### src/rtl/fp_normalize_if.sv
// Valid/ready bundle between the mantissa adder (master) and the normalizer (slave).
// The master drives the operand side and out_ready; the slave drives the result side.
interface fp_normalize_if #(
    parameter int MANT_W = 24,
    parameter int EXP_W  = 8
);
    logic              in_valid;
    logic              in_ready;
    logic              in_sign;
    logic [MANT_W:0]   in_mantissa;
    logic [EXP_W-1:0]  in_exponent;

    logic              out_valid;
    logic              out_ready;
    logic              out_sign;
    logic [EXP_W-1:0]  out_exponent;
    logic [MANT_W-2:0] out_fraction;
    logic              out_zero;
    logic              out_overflow;
    logic              out_underflow;

    modport master (
        output in_valid, in_sign, in_mantissa, in_exponent, out_ready,
        input  in_ready, out_valid, out_sign, out_exponent, out_fraction,
               out_zero, out_overflow, out_underflow
    );

    modport slave (
        input  in_valid, in_sign, in_mantissa, in_exponent, out_ready,
        output in_ready, out_valid, out_sign, out_exponent, out_fraction,
               out_zero, out_overflow, out_underflow
    );
endinterface

### src/rtl/fp_normalize.sv
// Post-add normalizer: renormalizes the raw mantissa sum one left shift per cycle and
// reports zero / overflow / underflow; one transaction in flight, valid/ready on both sides.
module fp_normalize #(
    parameter int MANT_W = 24,
    parameter int EXP_W  = 8
) (
    input  logic          clk_i,
    input  logic          rst_ni,
    fp_normalize_if.slave bus
);
    typedef enum logic [1:0] {IDLE, EVAL, SHIFT, OUT} state_e;

    localparam logic [EXP_W-1:0] EXP_ONES = '1;
    localparam logic [EXP_W-1:0] EXP_ONE  = EXP_W'(1);

    state_e            state_q;
    logic              sign_q;
    logic [MANT_W:0]   mant_q;
    logic [EXP_W-1:0]  exp_q;

    logic              out_valid_q;
    logic              out_sign_q;
    logic [EXP_W-1:0]  out_exp_q;
    logic [MANT_W-2:0] out_frac_q;
    logic              out_zero_q;
    logic              out_ovf_q;
    logic              out_unf_q;

    // NOTE: every register here is state, so all updates are non-blocking (<=);
    // blocking assignments would let later branches see half-updated values.
    always_ff @(posedge clk_i or negedge rst_ni) begin
        if (!rst_ni) begin
            state_q     <= IDLE;
            sign_q      <= 1'b0;
            mant_q      <= '0;
            exp_q       <= '0;
            out_valid_q <= 1'b0;
            out_sign_q  <= 1'b0;
            out_exp_q   <= '0;
            out_frac_q  <= '0;
            out_zero_q  <= 1'b0;
            out_ovf_q   <= 1'b0;
            out_unf_q   <= 1'b0;
        end else begin
            case (state_q)
                IDLE: begin
                    if (bus.in_valid) begin
                        sign_q  <= bus.in_sign;
                        mant_q  <= bus.in_mantissa;
                        exp_q   <= bus.in_exponent;
                        state_q <= EVAL;
                    end
                end

                EVAL: begin
                    out_sign_q <= sign_q;
                    out_zero_q <= 1'b0;
                    out_ovf_q  <= 1'b0;
                    out_unf_q  <= 1'b0;
                    if (mant_q == '0) begin
                        out_zero_q  <= 1'b1;
                        out_exp_q   <= '0;
                        out_frac_q  <= '0;
                        out_valid_q <= 1'b1;
                        state_q     <= OUT;
                    end else if (mant_q[MANT_W]) begin
                        // Carry out: one right shift, the dropped LSB is simply truncated.
                        mant_q      <= mant_q >> 1;
                        out_exp_q   <= exp_q;
                        if (exp_q == EXP_ONES) begin
                            out_ovf_q  <= 1'b1;
                            out_frac_q <= '0;
                        end else begin
                            out_frac_q <= mant_q[MANT_W-1:1];
                        end
                        out_valid_q <= 1'b1;
                        state_q     <= OUT;
                    end else if (exp_q <= EXP_ONE) begin
                        out_unf_q   <= 1'b1;
                        exp_q       <= '0;
                        out_exp_q   <= '0;
                        out_frac_q  <= mant_q[MANT_W-2:0];
                        out_valid_q <= 1'b1;
                        state_q     <= OUT;
                    end else begin
                        // Undo the adder's pre-increment before normalizing left.
                        exp_q   <= exp_q - EXP_ONE;
                        state_q <= SHIFT;
                    end
                end

                SHIFT: begin
                    if (mant_q[MANT_W-1]) begin
                        out_exp_q   <= exp_q;
                        out_frac_q  <= mant_q[MANT_W-2:0];
                        out_valid_q <= 1'b1;
                        state_q     <= OUT;
                    end else if (exp_q == EXP_ONE) begin
                        // Exponent floor reached: emit a denormal instead of wrapping.
                        out_unf_q   <= 1'b1;
                        exp_q       <= '0;
                        out_exp_q   <= '0;
                        out_frac_q  <= mant_q[MANT_W-2:0];
                        out_valid_q <= 1'b1;
                        state_q     <= OUT;
                    end else begin
                        mant_q <= mant_q << 1;
                        exp_q  <= exp_q - EXP_ONE;
                    end
                end

                OUT: begin
                    if (bus.out_ready) begin
                        out_valid_q <= 1'b0;
                        state_q     <= IDLE;
                    end
                end

                default: state_q <= IDLE;
            endcase
        end
    end

    assign bus.in_ready      = (state_q == IDLE);
    assign bus.out_valid     = out_valid_q;
    assign bus.out_sign      = out_sign_q;
    assign bus.out_exponent  = out_exp_q;
    assign bus.out_fraction  = out_frac_q;
    assign bus.out_zero      = out_zero_q;
    assign bus.out_overflow  = out_ovf_q;
    assign bus.out_underflow = out_unf_q;

endmodule

### src/flat_wrapper.sv
// flat-port wrapper written by rule: the top's interface ports become plain ports
module fp_normalize_flat 
#(
    parameter int MANT_W = 24,
    parameter int EXP_W  = 8
)
  (clk_i, rst_ni, bus_in_valid, bus_in_sign, bus_in_mantissa, bus_in_exponent, bus_out_ready, bus_in_ready, bus_out_valid, bus_out_sign, bus_out_exponent, bus_out_fraction, bus_out_zero, bus_out_overflow, bus_out_underflow);
  fp_normalize_if #(.MANT_W(MANT_W), .EXP_W(EXP_W)) bus_i ();
  input  logic clk_i;
  input  logic rst_ni;
  input wire logic [$bits(bus_i.in_valid)-1:0] bus_in_valid;
  input wire logic [$bits(bus_i.in_sign)-1:0] bus_in_sign;
  input wire logic [$bits(bus_i.in_mantissa)-1:0] bus_in_mantissa;
  input wire logic [$bits(bus_i.in_exponent)-1:0] bus_in_exponent;
  input wire logic [$bits(bus_i.out_ready)-1:0] bus_out_ready;
  output wire logic [$bits(bus_i.in_ready)-1:0] bus_in_ready;
  output wire logic [$bits(bus_i.out_valid)-1:0] bus_out_valid;
  output wire logic [$bits(bus_i.out_sign)-1:0] bus_out_sign;
  output wire logic [$bits(bus_i.out_exponent)-1:0] bus_out_exponent;
  output wire logic [$bits(bus_i.out_fraction)-1:0] bus_out_fraction;
  output wire logic [$bits(bus_i.out_zero)-1:0] bus_out_zero;
  output wire logic [$bits(bus_i.out_overflow)-1:0] bus_out_overflow;
  output wire logic [$bits(bus_i.out_underflow)-1:0] bus_out_underflow;
  assign bus_i.in_valid = bus_in_valid;
  assign bus_i.in_sign = bus_in_sign;
  assign bus_i.in_mantissa = bus_in_mantissa;
  assign bus_i.in_exponent = bus_in_exponent;
  assign bus_i.out_ready = bus_out_ready;
  assign bus_in_ready = bus_i.in_ready;
  assign bus_out_valid = bus_i.out_valid;
  assign bus_out_sign = bus_i.out_sign;
  assign bus_out_exponent = bus_i.out_exponent;
  assign bus_out_fraction = bus_i.out_fraction;
  assign bus_out_zero = bus_i.out_zero;
  assign bus_out_overflow = bus_i.out_overflow;
  assign bus_out_underflow = bus_i.out_underflow;
  fp_normalize #(.MANT_W(MANT_W), .EXP_W(EXP_W)) u_core (.clk_i(clk_i), .rst_ni(rst_ni), .bus(bus_i));
endmodule
### config.mk
export PLATFORM = sky130hd
export DESIGN_NAME = fp_normalize_flat
export DESIGN_NICKNAME = d
export VERILOG_FILES = /design/src/rtl/fp_normalize_if.sv /design/src/rtl/fp_normalize.sv /design/src/flat_wrapper.sv
export SDC_FILE = /design/constraint.sdc
export NUM_CORES = 1
export LEC_CHECK = 0
export CORE_MARGIN = 10
export CORE_UTILIZATION = 35
export DETAILED_ROUTE_END_ITERATION = 12
export MAX_ROUTING_LAYER = met4
export REMOVE_ABC_BUFFERS = 1
export SYNTH_ARGS = -nofsm -noshare
export SYNTH_HDL_FRONTEND = slang
export SYNTH_SLANG_ARGS = --single-unit
export TNS_END_PERCENT = 50
### constraint.sdc
create_clock -name clk_i -period 6.3 [get_ports clk_i]
set_input_delay 0.63 -clock clk_i [delete_from_list [all_inputs] [get_ports clk_i]]
set_output_delay 0.63 -clock clk_i [all_outputs]
set_load 0.03 [all_outputs]
# Yosys cells after proc, flatten, opt, wreduce, memory -nomap -nowiden
# Cells that the tools add are included.
[op_classes]
add_sub_neg = 1
n_reduce_logical = 14
eq_ne = 15
magnitude_cmp = 1
mux = 50
[op_table]
columns = ["op", "n"]
rows = [
  ["$mux W23", 6],
  ["$mux W25", 4],
  ["$mux W8", 11],
  ["$pmux W25 S3", 1],
  ["$pmux W23 S2", 1],
  ["$logic_not A25 Y1", 1],
  ["$mux W24", 1],
  ["$pmux W8 S3", 1],
  ["$pmux W8 S2", 1],
  ["$mux W1", 15],
  ["$mux W2", 6],
  ["$ne A2 B2 Y1 const B", 6],
  ["$reduce_and A5 Y1", 2],
  ["$reduce_and A3 Y1", 3],
  ["$eq A8 B1 Y1 const B", 1],
  ["$eq A8 B8 Y1 const B", 1],
  ["$le A8 B1 Y1 const B", 1],
  ["$pmux W2 S4", 1],
  ["$reduce_and A4 Y1", 2],
  ["$sub A8 B1 Y8 const B", 1],
  ["$reduce_and A6 Y1", 1],
  ["$reduce_bool A3 Y1", 2],
  ["$eq A2 B2 Y1 const B", 2],
  ["$ne A2 B1 Y1 const B", 2],
  ["other kinds (8)", 8],
]
[word_totals]
register_bits = 72
inputBits = 38
out_inout_bits = 37
elab_cells = 94

# Depth between registers and ports, before layout
# Gate-level depths: netlist (run 1).
[logic_depth]
ltp_word = 5
ltp_mapped = 9
ltp_nobuf = 7

# Worst setup path before layout (run 1)
# Ideal clock, no wire load.
[synth_timing]
path_type = "register to register"
start = "register u_core.exp_q[0]"
end = "register u_core.out_frac_q[10], in the netlist u_core.bus.out_fraction[10]"
required_ns = 6.175
path_buffers = 2
slack_ns = 4.320
arrival_time_ns = 1.855
path_stages_with_launch = 8
setup_ns = 0.125
period_less_slack_ns = 1.980
cell_sequence = "dfrtp_1 inv_1 ha_1 o211a_1 o311a_1 buf_6 buf_12 mux2_4"
[synth_between]
elab_chain_len = 5
[synth_lines]
columns = ["item", "line_no", "text"]
rows = [
  ["start, declared", "fp_normalize.sv:19", "logic [EXP_W-1:0] exp_q;"],
  ["start signal, assigned", "fp_normalize.sv:50", "exp_q <= bus.in_exponent;"],
  ["start signal, assigned", "fp_normalize.sv:87", "exp_q <= exp_q - EXP_ONE;"],
  ["start signal, assigned", "fp_normalize.sv:108", "exp_q <= exp_q - EXP_ONE;"],
  ["branches (longest 5 deep; another with $le A8 B1 Y1)", "--", ""],
  ["end signal, assigned", "fp_normalize.sv:74", "out_frac_q <= mant_q[MANT_W-1:1];"],
  ["end signal, assigned", "fp_normalize.sv:82", "out_frac_q <= mant_q[MANT_W-2:0];"],
  ["end signal, assigned", "fp_normalize.sv:95", "out_frac_q <= mant_q[MANT_W-2:0];"],
  ["end, declared", "fp_normalize.sv:24", "logic [MANT_W-2:0] out_frac_q;"],
]
# Parallel ways; which one is timed is not known.
# A chain may end at the register's enable or synchronous reset.

# Worst setup path in the final report (run 1)
[layout_timing]
start = "register u_core.state_q[0]"
end = "register u_core.mant_q[1]"
[layout_between]
elab_chain_len = 3
[layout_lines]
columns = ["item", "line_no", "text"]
rows = [
  ["start, declared", "fp_normalize.sv:16", "state_e state_q;"],
  ["start signal, assigned", "fp_normalize.sv:33", "state_q <= IDLE;"],
  ["start signal, assigned", "fp_normalize.sv:51", "state_q <= EVAL;"],
  ["start signal, assigned", "fp_normalize.sv:65", "state_q <= OUT;"],
  ["$eq A2 B2 Y1, or another cell as far along", "fp_normalize.sv:45", "case (state_q)"],
  ["$ne A2 B2 Y1 (no line), or another cell as far along", "--", ""],
  ["$reduce_and A6 Y1 (no line)", "--", ""],
  ["end signal, assigned", "fp_normalize.sv:49", "mant_q <= bus.in_mantissa;"],
  ["end signal, assigned", "fp_normalize.sv:68", "mant_q <= mant_q >> 1;"],
  ["end signal, assigned", "fp_normalize.sv:107", "mant_q <= mant_q << 1;"],
  ["end, declared", "fp_normalize.sv:18", "logic [MANT_W:0] mant_q;"],
]
# Parallel ways exist; a longest one is shown, timed or not.

==> results of run 1 <==
## through the flow
step / utilization, % / power [mW] / setup WS, ns / instances / hold slack (ns)
after global routing: 44.9 / 3.48 / 3.04 / 621 / 0.527
after floorplan: - / 2.16 / 3.47 / 383 / 0.334
after detailed placement: 42.0 / 2.69 / 3.33 / 605 / 0.478
after global placement: 42.0 / 2.66 / 3.38 / 605 / 0.491
after CTS: 44.9 / 3.26 / 3.30 / 621 / 0.506
final: 44.9 / 3.23 / 3.30 / 621 / 0.504
## how the worst max path moves through the flow
stage                                             endpoint  slack, ns
finish                        u_core.mant_q[1]$_DFFE_PN0P_       3.30
global route                  u_core.mant_q[4]$_DFFE_PN0P_       3.04
CTS                           u_core.mant_q[1]$_DFFE_PN0P_       3.30
detailed placement           u_core.mant_q[11]$_DFFE_PN0P_       3.33
global placement             u_core.mant_q[11]$_DFFE_PN0P_       3.38
floorplan           u_core.bus.out_fraction[0]$_DFFE_PN0P_       3.47
## kinds of logic (layout without fill, tap and decap cells)
family,Yosys count,after routing,share of synthesized area (%)
DFF,72,72,44.8
AOI/OAI and AO/OA,114,114,19.5
adders and majority gates,7,7,2.18
muxes,34,34,11.2
and+or+nand+nor,133,133,14.8
buffers and inverters,51,118,7.41
## worst max-delay path, cell delays in order (launching register included)
cell	delay [ns]
dfrtp_1	0.37
inv_1	0.10
ha_1	0.44
inv_1	0.80
nor2_1	0.40
buf_4	0.31
a222oi_1	0.31
o21ai_0	0.13
## power by group through the flow
stage	Combinational [mW]	Clock, mW	Sequential [mW]
2_1_floorplan	1.17	0	0.990
3_3_place_gp	1.80	0	0.863
3_5_place_dp	1.82	0	0.870
4_1_cts	1.83	0.564	0.864
5_1_grt	2.00	0.587	0.896
6_report	1.81	0.553	0.863
## flip-flops by register name (all words and copies together) (netlist names)
name,flops
u_core.sign_q,1
u_core.bus.out_fraction,23
u_core.bus.out_exponent,8
u_core.bus.out_valid,1
u_core.bus.out_zero,1
u_core.state_q,2
u_core.bus.out_sign,1
u_core.bus.out_underflow,1
u_core.bus.out_overflow,1
u_core.mant_q,25
u_core.exp_q,8
## metal layers
metal	up-vias	track usage (%)
met5	-	-
met4	0	5.56
met3	11	2.61
met2	109	19.0
met1	1597	17.9
li1	1623	-
## synthesized netlist by cell type, types with 6 or more instances
| cell type | instances | area [µm²] |
|---|---|---|
| o22ai_1 | 6 | 37.5 |
| clkbuf_1 | 10 | 37.5 |
| a21oi_1 | 7 | 35.0 |
| ha_1 | 7 | 87.6 |
| a222oi_1 | 20 | 200 |
| o21ai_0 | 19 | 95.1 |
| dfrtp_1 | 72 | 1800 |
| nor4_1 | 6 | 37.5 |
| inv_1 | 22 | 82.6 |
| nand3_1 | 7 | 35.0 |
| nand2_1 | 90 | 338 |
| mux2i_1 | 8 | 80.1 |
| nor2_1 | 10 | 37.5 |
| o21ai_1 | 32 | 160 |
| mux2_4 | 21 | 315 |
| buf_2 | 7 | 35.0 |
## layout make-up
type | instances | area share [%]
Clock inverter | 4 | 1.53
Multi-Input combinational cell | 288 | 37.8
Inverter | 23 | 1.70
Tap cell | 143 | 3.52
Timing Repair Buffer | 79 | 15.2
Clock buffer | 12 | 4.85
Sequential cell | 72 | 35.4
==> run_results.csv, run 1 <==
group,metric,value,unit
worst_hold_path,hold_start,"u_core.bus.out_overflow$_DFFE_PN0P_",
power,switching_share,43.6,%
placement,gp_congestion,0.854,
setup_path,cp-startpoint,"u_core.state_q[0]$_DFFE_PN0P_",
clock_tree,worstSkewPairLatency,0.33,ns
route,route.met2.wl,4730,µm
route,ant_nets,0,
clock_tree,tritoncts,"built",
clock_tree,cts-hold-fix-buffers,0,
power,switching_power,1.41,mW
clock_tree,cts-root-buf,"clkbuf_16",
synthesis,synth_cells,411,
setup_path,critPathArrivalTime,3.19,ns
power,p_int,1.82,mW
setup_path,critPathCaptureType,"flop",
synthesis,yosysWarningCount,0,
power,leakagePower,2.18,nW
die,floorplan.initialDensity,35.5,%
setup_path,regToRegSetupSlack,3.30,ns
die,die_h,127,µm
die,rows,39,
timing,slew_viol_final,0,
power,p_per_area,636,mW/mm²
global_route,grt_max_degree,73,
placement,placed_area,0.00476,mm²
route,top_layer,"met4",
placement,dp_hpwl,7260,µm
route,viasPerCell,5.38,
final_layout,multi_input_area,0.00192,mm²
final_layout,n_fill_cell,1110,
clock_tree,cts_sinks,72,
synthesis,syn_avg_cell_area,9.78,µm²
timing,min_period_over_period,47.5,%
power,ir_worst_vdd,0.000255,V
setup_path,critPathKind,"flop to flop",
route,route.met3.wl,499,µm
synthesis,yosysUniqueCellTypes,49,
route,drtPass1Iterations,6,
route,wl,10400,µm
setup_path,reg2reg_depth,7,
setup_path,setup.worst_path.start_class,"flop",
final_layout,stdcell_area,0.00508,mm²
global_route,antenna_found_initial,0,
clock_tree,cts_buffer_depth,2,
setup_path,crit_required,6.50,ns
flow_run,maxCapViolCount,0,
clock_tree,htreeDepth,3,
status,status,"complete, no violations",
final_layout,antenna_cells,0,
clock_tree,cts_buffers,9,
timing,max_freq,0.334,GHz
timing,fin_setup_tns,0,ns
setup_path,reg2reg_from,"u_core.state_q[0]$_DFFE_PN0P_",
final_layout,area_delta_synth_final,26.5,%
route,wire_per_inst,16.8,µm
timing,worst_pin_slew,1.11,ns
timing,final_hold_viol_count,0,
die,design.core.area,0.0113,mm²
route,drt_iter0_markers,469,
timing,relSlewSlack,26.1,%
synthesis,ys.flop_type,"dfrtp_1",
synthesis,ys_ff_latch,72,
synthesis,ys_seq_area_share,44.8,%
global_route,grt_pass1_vias,3265,
global_route,grt_pass1_wl,17200,µm
clock_tree,clkTransAtPathRegs,0.06,ns
synthesis,synth-async-reset-ratio,100,%
worst_hold_path,hold_end,"u_core.bus.out_overflow$_DFFE_PN0P_",
setup_path,cp_max_fo,33,
die,die_area,0.0162,mm²
power,p_clk_share,17.1,%
setup_path,timing.rr.end,"u_core.mant_q[1]$_DFFE_PN0P_",
worst_hold_path,hp-class,"flop to flop",
timing,skew,0.0104,ns
final_layout,final_common_cell,"nand2_1",
worst_hold_path,worstHoldPathCells,1,
route,drc,0,
global_route,grt_use_total,13.3,%
timing,rsz0062_at_grt,"false",
clock_tree,postCtsSetupRepairBufs,0,
timing,setup_viol,0,
power,comb_power_share,56.2,%
die,die_w,127,µm
final_layout,seqCellArea,0.00180,mm²
placement,io_buffers,74,
final_layout,layout_common_cells,"nand2_1, clkdlybuf4s50_1, dfrtp_1",
final_layout,drive_above_1_share,10.9,%
power,power_frac_seq,26.7,%
route,via_count,3340,
die,pin_count,75,
synthesis,synth_edf_count,0,
route,wl_met1,5010,µm
timing,period_needed,3.00,ns
global_route,overflow,0,
clock_tree,cts_resized,0,
final_layout,finalNetCount,518,
synthesis,netlist_area,0.00402,mm²
(Power assumes the default switching activity.)
==> inputs of run 2 (changes only) <==
==> constraint.sdc (replaced) <==
create_clock -name clk_i -period 2.4 [get_ports clk_i]
set_input_delay 0.24 -clock clk_i [delete_from_list [all_inputs] [get_ports clk_i]]
set_output_delay 0.24 -clock clk_i [all_outputs]
set_load 0.03 [all_outputs]
==> run 2 against run 1 <==
First-iteration DRC count decreased by 23%. Core utilization increased by 0.86 points. Critical path type unchanged. Critical path depth fell by 1. Die area unchanged. Largest cell class unchanged. Power rose to 2.7 times the previous value. Non-clock buffer count rose by 11. Via count grew 1.9%. Cell count up 1.8%. Combinational power increased to 2.8 times the previous value. Global-route usage grew 0.28 points. Clock skew is 0.0026 ns lower. Maximum frequency up 35%.
==> run_results.csv, run 2 (same netlist as run 1, synthesis figures left out) <==
group,metric,value,unit
route,ant_nets,0,
final_layout,final_common_cell,"nand2_1",
placement,io_buffers,74,
power,leakagePower,2.23,nW
timing,skew,0.00778,ns
final_layout,drive_above_1_share,12.9,%
setup_path,critPathArrivalTime,2.44,ns
die,floorplan.initialDensity,35.5,%
final_layout,largest_reg_flops,25,
global_route,grt_max_degree,53,
setup_path,cpMaxStageDelayCell,"dfrtp_1",
timing,worst_pin_slew,0.759,ns
setup_path,path_delay_family,"simple AND/OR/NAND/NOR gates",
clock_tree,cts_sinks,72,
placement,placed_area,0.00487,mm²
setup_path,cp_max_fo,10,
route,wl,10700,µm
route,wire_per_inst,16.9,µm
status,status,"complete, no violations",
global_route,overflow,0,
route,drtPass1Iterations,8,
die,rows,39,
final_layout,antenna_cells,0,
route,viasPerCell,5.39,
route,drc,0,
timing,min_period_over_period,92.4,%
final_layout,fin_cells,632,
setup_path,critPathMaxStageDelay,0.43,ns
final_layout,stdcell_area,0.00518,mm²
clock_tree,worstSkewPairLatency,0.33,ns
flow_run,maxCapViolCount,0,
timing,setup_viol,0,
timing,fin_setup_tns,0,ns
final_layout,area_delta_synth_final,29.0,%
final_layout,layout_common_cells,"nand2_1, clkdlybuf4s50_1, dfrtp_1",
power,p_per_area,1680,mW/mm²
final_layout,finalNetCount,529,
setup_path,path_cells,"nor4_1 > nand4_1 > nor2_2 > o311a_2 > buf_4 > mux2_2",
die,die_h,127,µm
setup_path,crit_buf_inv,1,
clock_tree,clkTransAtPathRegs,0.06,ns
power,ir_worst_vdd,0.000939,V
setup_path,crit_required,2.62,ns
timing,rsz0062_at_grt,"false",
global_route,grt_pass1_vias,3308,
worst_hold_path,hp-class,"primary input to asynchronous set/reset pin",
clock_tree,cts-root-buf,"clkbuf_16",
clock_tree,postCtsSetupRepairBufs,0,
route,via_count,3404,
route,drt_iter0_markers,360,
die,pin_count,75,
die,die_area,0.0162,mm²
final_layout,top_register,"u_core.mant_q",
global_route,grt_pass1_wl,17600,µm
die,die_w,127,µm
clock_tree,tritoncts,"built",
timing,relSlewSlack,48.9,%
setup_path,critPathCaptureType,"flop",
timing,period_needed,2.22,ns
timing,final_hold_viol_count,0,
setup_path,setup.worst_path.start_class,"flop",
placement,gp_congestion,0.890,
die,design.core.area,0.0113,mm²
global_route,grt_use_total,13.6,%
placement,dp.cells,615,
setup_path,critPathKind,"flop to flop",
timing,slew_viol_final,0,
placement,dp_hpwl,7780,µm
timing,max_freq,0.451,GHz
clock_tree,cts_buffers,9,
clock_tree,cts_buffer_depth,2,
clock_tree,htreeDepth,3,
global_route,antenna_found_initial,0,
run 2: layout make-up:
class	instances	area, µm²
inverters	23	86.3
well taps	143	179
clock buffers	11	243
fillers	1107	6140
repair buffers	90	896
flip-flops and latches	72	1800
clock inverters	5	56.3
multi-input cells	288	1920
run 2: timing repair:
| item | in CTS | in global routing |
|---|---|---|
| gates resized for setup | 0 | 0 |
| hold buffers | 1 | 0 |
| endpoints found under the hold margin | 20 | 0 |
run 2: per-stage QoR:
stage	power, mW	utilization, %	worst slack, ns	hold WS (ns)
floorplan	5.66	-	-0.429	-0.0556
global placement	7.24	43.0	0.250	0.229
detailed placement	7.36	43.0	0.207	0.238
CTS	8.73	45.8	0.188	0.441
global route	9.32	45.8	0.00748	0.459
finish	8.68	45.8	0.183	0.415
run 2: per-layer routing:
metal,track usage (%),part of all wire (%),vias up
li1,-,-,1642
met1,17.3,48,1626
met2,20.8,46,126
met3,3.60,5.4,10
met4,3.68,1.0,0
met5,-,0,-
run 2: path summary, 6_finish.rpt:
check | endpoint | slack [ns] | cells after the start | start
worst max-delay path | u_core.bus.out_fraction[0]$_DFFE_PN0P_ | 0.18 | 6 | u_core.mant_q[18]$_DFFE_PN0P_
worst min-delay path | u_core.bus.out_fraction[13]$_DFFE_PN0P_ | 0.42 | 2 | rst_ni
worst max register to register | u_core.bus.out_fraction[0]$_DFFE_PN0P_ | 0.18 | 6 | u_core.mant_q[18]$_DFFE_PN0P_
worst min register to register | u_core.bus.out_zero$_DFFE_PN0P_ | 0.50 | 1 | u_core.bus.out_zero$_DFFE_PN0P_
max in group asynchronous | u_core.mant_q[22]$_DFFE_PN0P_ | 1.34 | 3 | rst_ni
min in group clk_i | u_core.mant_q[24]$_DFFE_PN0P_ | 0.47 | 3 | bus_in_mantissa[24]
run 2: where the power goes:
part	total [mW]	internal [mW]	switching [mW]	leakage, nW
logic	5.06	2.30	2.75	1.16
clock network	1.35	0.832	0.522	0.145
registers	2.27	1.75	0.526	0.929
total	8.68	4.88	3.80	2.23
==> inputs of run 3 (changes only) <==
--- a/config.mk
+++ b/config.mk
@@ -5,11 +5,13 @@
 export SDC_FILE = /design/constraint.sdc
 export NUM_CORES = 1
 export LEC_CHECK = 0
-export CORE_MARGIN = 10
+export CORE_MARGIN = 2
 export CORE_UTILIZATION = 35
 export DETAILED_ROUTE_END_ITERATION = 12
 export MAX_ROUTING_LAYER = met4
+export PLACE_DENSITY_LB_ADDON = 0.12
 export REMOVE_ABC_BUFFERS = 1
+export SLEW_MARGIN = 20
 export SYNTH_ARGS = -nofsm -noshare
 export SYNTH_HDL_FRONTEND = slang
 export SYNTH_SLANG_ARGS = --single-unit
==> run 3 against run 2 <==
Clock skew hardly changed. Maximum frequency grew 2.1%. Register-to-register slack improved by 0.04 ns. Critical endpoint is now u_core.bus.out_fraction[22]$_DFFE_PN0P_.
==> run_results.csv, run 3 (same netlist as run 1, synthesis figures left out) <==
group,metric,value,unit
status,status,"complete, no violations",
setup_path,reg2reg_depth,6,
placement,dp_hpwl,7220,µm
timing,worst_pin_slew,0.858,ns
flow_run,maxCapViolCount,0,
timing,max_freq,0.460,GHz
final_layout,finalNetCount,532,
power,comb_power_share,58.9,%
setup_path,setup.worst_path.start_class,"flop",
clock_tree,worstSkewPairLatency,0.34,ns
route,ant_nets,0,
final_layout,top_register,"u_core.mant_q",
setup_path,crit_required,2.62,ns
global_route,grt_max_degree,47,
worst_hold_path,hp-class,"primary input to asynchronous set/reset pin",
global_route,overflow,0,
power,p_per_area,1670,mW/mm²
setup_path,cp_max_fo,18,
route,viasPerCell,5.28,
power,total_power,8.75,mW
global_route,gr-usage-met3,3.39,%
die,floorplan.initialDensity,35.5,%
die,die_w,111,µm
global_route,grt_use_met2,26.3,%
final_layout,antenna_cells,0,
setup_path,regToRegSetupSlack,0.23,ns
global_route,antenna_found_initial,0,
clock_tree,cts-root-buf,"clkbuf_16",
timing,setup_viol,0,
timing,min_period_over_period,90.5,%
clock_tree,cts_sinks,72,
global_route,grt.busiest_layer,"met2",
final_layout,fin_cells,635,
final_layout,stdcell_area,0.00524,mm²
timing,relSlewSlack,42.2,%
route,drtPass1Iterations,9,
route,wl,10100,µm
die,design.core.area,0.0113,mm²
final_layout,finish.utilization,46.2,%
die,die_h,111,µm
die,die_area,0.0124,mm²
final_layout,drive_above_1_share,13.6,%
clock_tree,cts_buffer_depth,2,
power,switching_power,3.77,mW
placement,gp_congestion,0.897,
final_layout,layout_common_cells,"nand2_1, clkdlybuf4s50_1, dfrtp_1",
timing,period_needed,2.17,ns
clock_tree,htreeDepth,3,
final_layout,area_delta_synth_final,30.3,%
final_layout,final_common_cell,"nand2_1",
global_route,grt_pass1_vias,3348,
power,p_int,4.98,mW
power,switching_share,43.1,%
global_route,grt_pass1_wl,17200,µm
clock_tree,cts_buffers,9,
die,pin_count,75,
power,ir_worst_vdd,0.000724,V
setup_path,critPathArrivalTime,2.40,ns
die,rows,39,
placement,dp.cells,618,
timing,slew_viol_final,0,
placement,placed_area,0.00492,mm²
route,drc,0,
timing,skew,0.00733,ns
setup_path,critPathCaptureType,"flop",
timing,rsz0062_at_grt,"false",
route,wire_per_inst,16.0,µm
clock_tree,tritoncts,"built",
clock_tree,clkTransAtPathRegs,0.06,ns
timing,final_hold_viol_count,0,
power,leakagePower,2.25,nW
route,via_count,3351,
setup_path,critPathKind,"flop to flop",
power,p_clk_share,15.3,%
global_route,use_met1,24.3,%
placement,io_buffers,74,
final_layout,largest_reg_flops,25,
route,drt_iter0_markers,268,
timing,fin_setup_tns,0,ns
clock_tree,postCtsSetupRepairBufs,0,
global_route,grt_use_total,17.8,%
power,power_frac_seq,25.8,%
[run 3: changes by cell type in the layout (fill, tap and decap cells not counted), sizes merged]
| cell | delta |
|---|---|
| buf | +3 |
[run 3: worst max-delay path: stages, from the launching register on]
cell	delay [ns]
dfrtp_1	0.45
nor4_1	0.34
nand4_1	0.23
nor2_2	0.23
o311a_2	0.27
buf_12	0.19
mux2_2	0.34
[run 3: path summary, 6_finish.rpt]
kind | start | endpoint
min | rst_ni | u_core.bus.out_fraction[10]$_DFFE_PN0P_
min reg2reg | u_core.sign_q$_DFFE_PN0P_ | u_core.sign_q$_DFFE_PN0P_
max | u_core.mant_q[22]$_DFFE_PN0P_ | u_core.bus.out_fraction[22]$_DFFE_PN0P_
max reg2reg | u_core.mant_q[22]$_DFFE_PN0P_ | u_core.bus.out_fraction[22]$_DFFE_PN0P_
max in group asynchronous | rst_ni | u_core.bus.out_fraction[19]$_DFFE_PN0P_
min in group clk_i | u_core.sign_q$_DFFE_PN0P_ | u_core.sign_q$_DFFE_PN0P_
[run 3: layer usage]
| metal | wire length (µm) | share of wire [%] | up-vias |
|---|---|---|---|
| met5 | 0 | 0 | - |
| met4 | 172 | 1.7 | 0 |
| met3 | 413 | 4.1 | 16 |
| met2 | 4550 | 45 | 79 |
| met1 | 5000 | 49 | 1605 |
| li1 | - | - | 1651 |
[run 3: repair_timing]
item,4_1_cts,5_1_grt
hold buffers,1,0
endpoints found under the setup margin,0,5
resized for setup,0,1
endpoints found under the hold margin,27,0
[run 3: per-stage QoR]
| stage | hold WS, ns | setup slack (ns) |
|---|---|---|
| finish | 0.482 | 0.228 |
| global route | 0.523 | 0.0220 |
| CTS | 0.503 | 0.175 |
| detailed placement | 0.333 | 0.197 |
| global placement | 0.331 | 0.201 |
| floorplan | -0.0556 | -0.429 |
[run 3: area by class of cell]
class	count	area, µm²
Multi-Input combinational cell	288	1930
Sequential cell	72	1800
Timing Repair Buffer	93	943
Clock inverter	5	56.3
Clock buffer	11	243
Tap cell	143	179
Fill cell	1092	6090
Inverter	23	86.3
[run 3: power by group through the flow]
stage	Sequential (mW)	Combinational [mW]	Clock, mW
global route	2.35	5.67	1.44
CTS	2.25	5.21	1.39
finish	2.26	5.15	1.34
global placement	2.26	5.12	0
detailed placement	2.27	5.19	0
floorplan	2.60	3.06	0
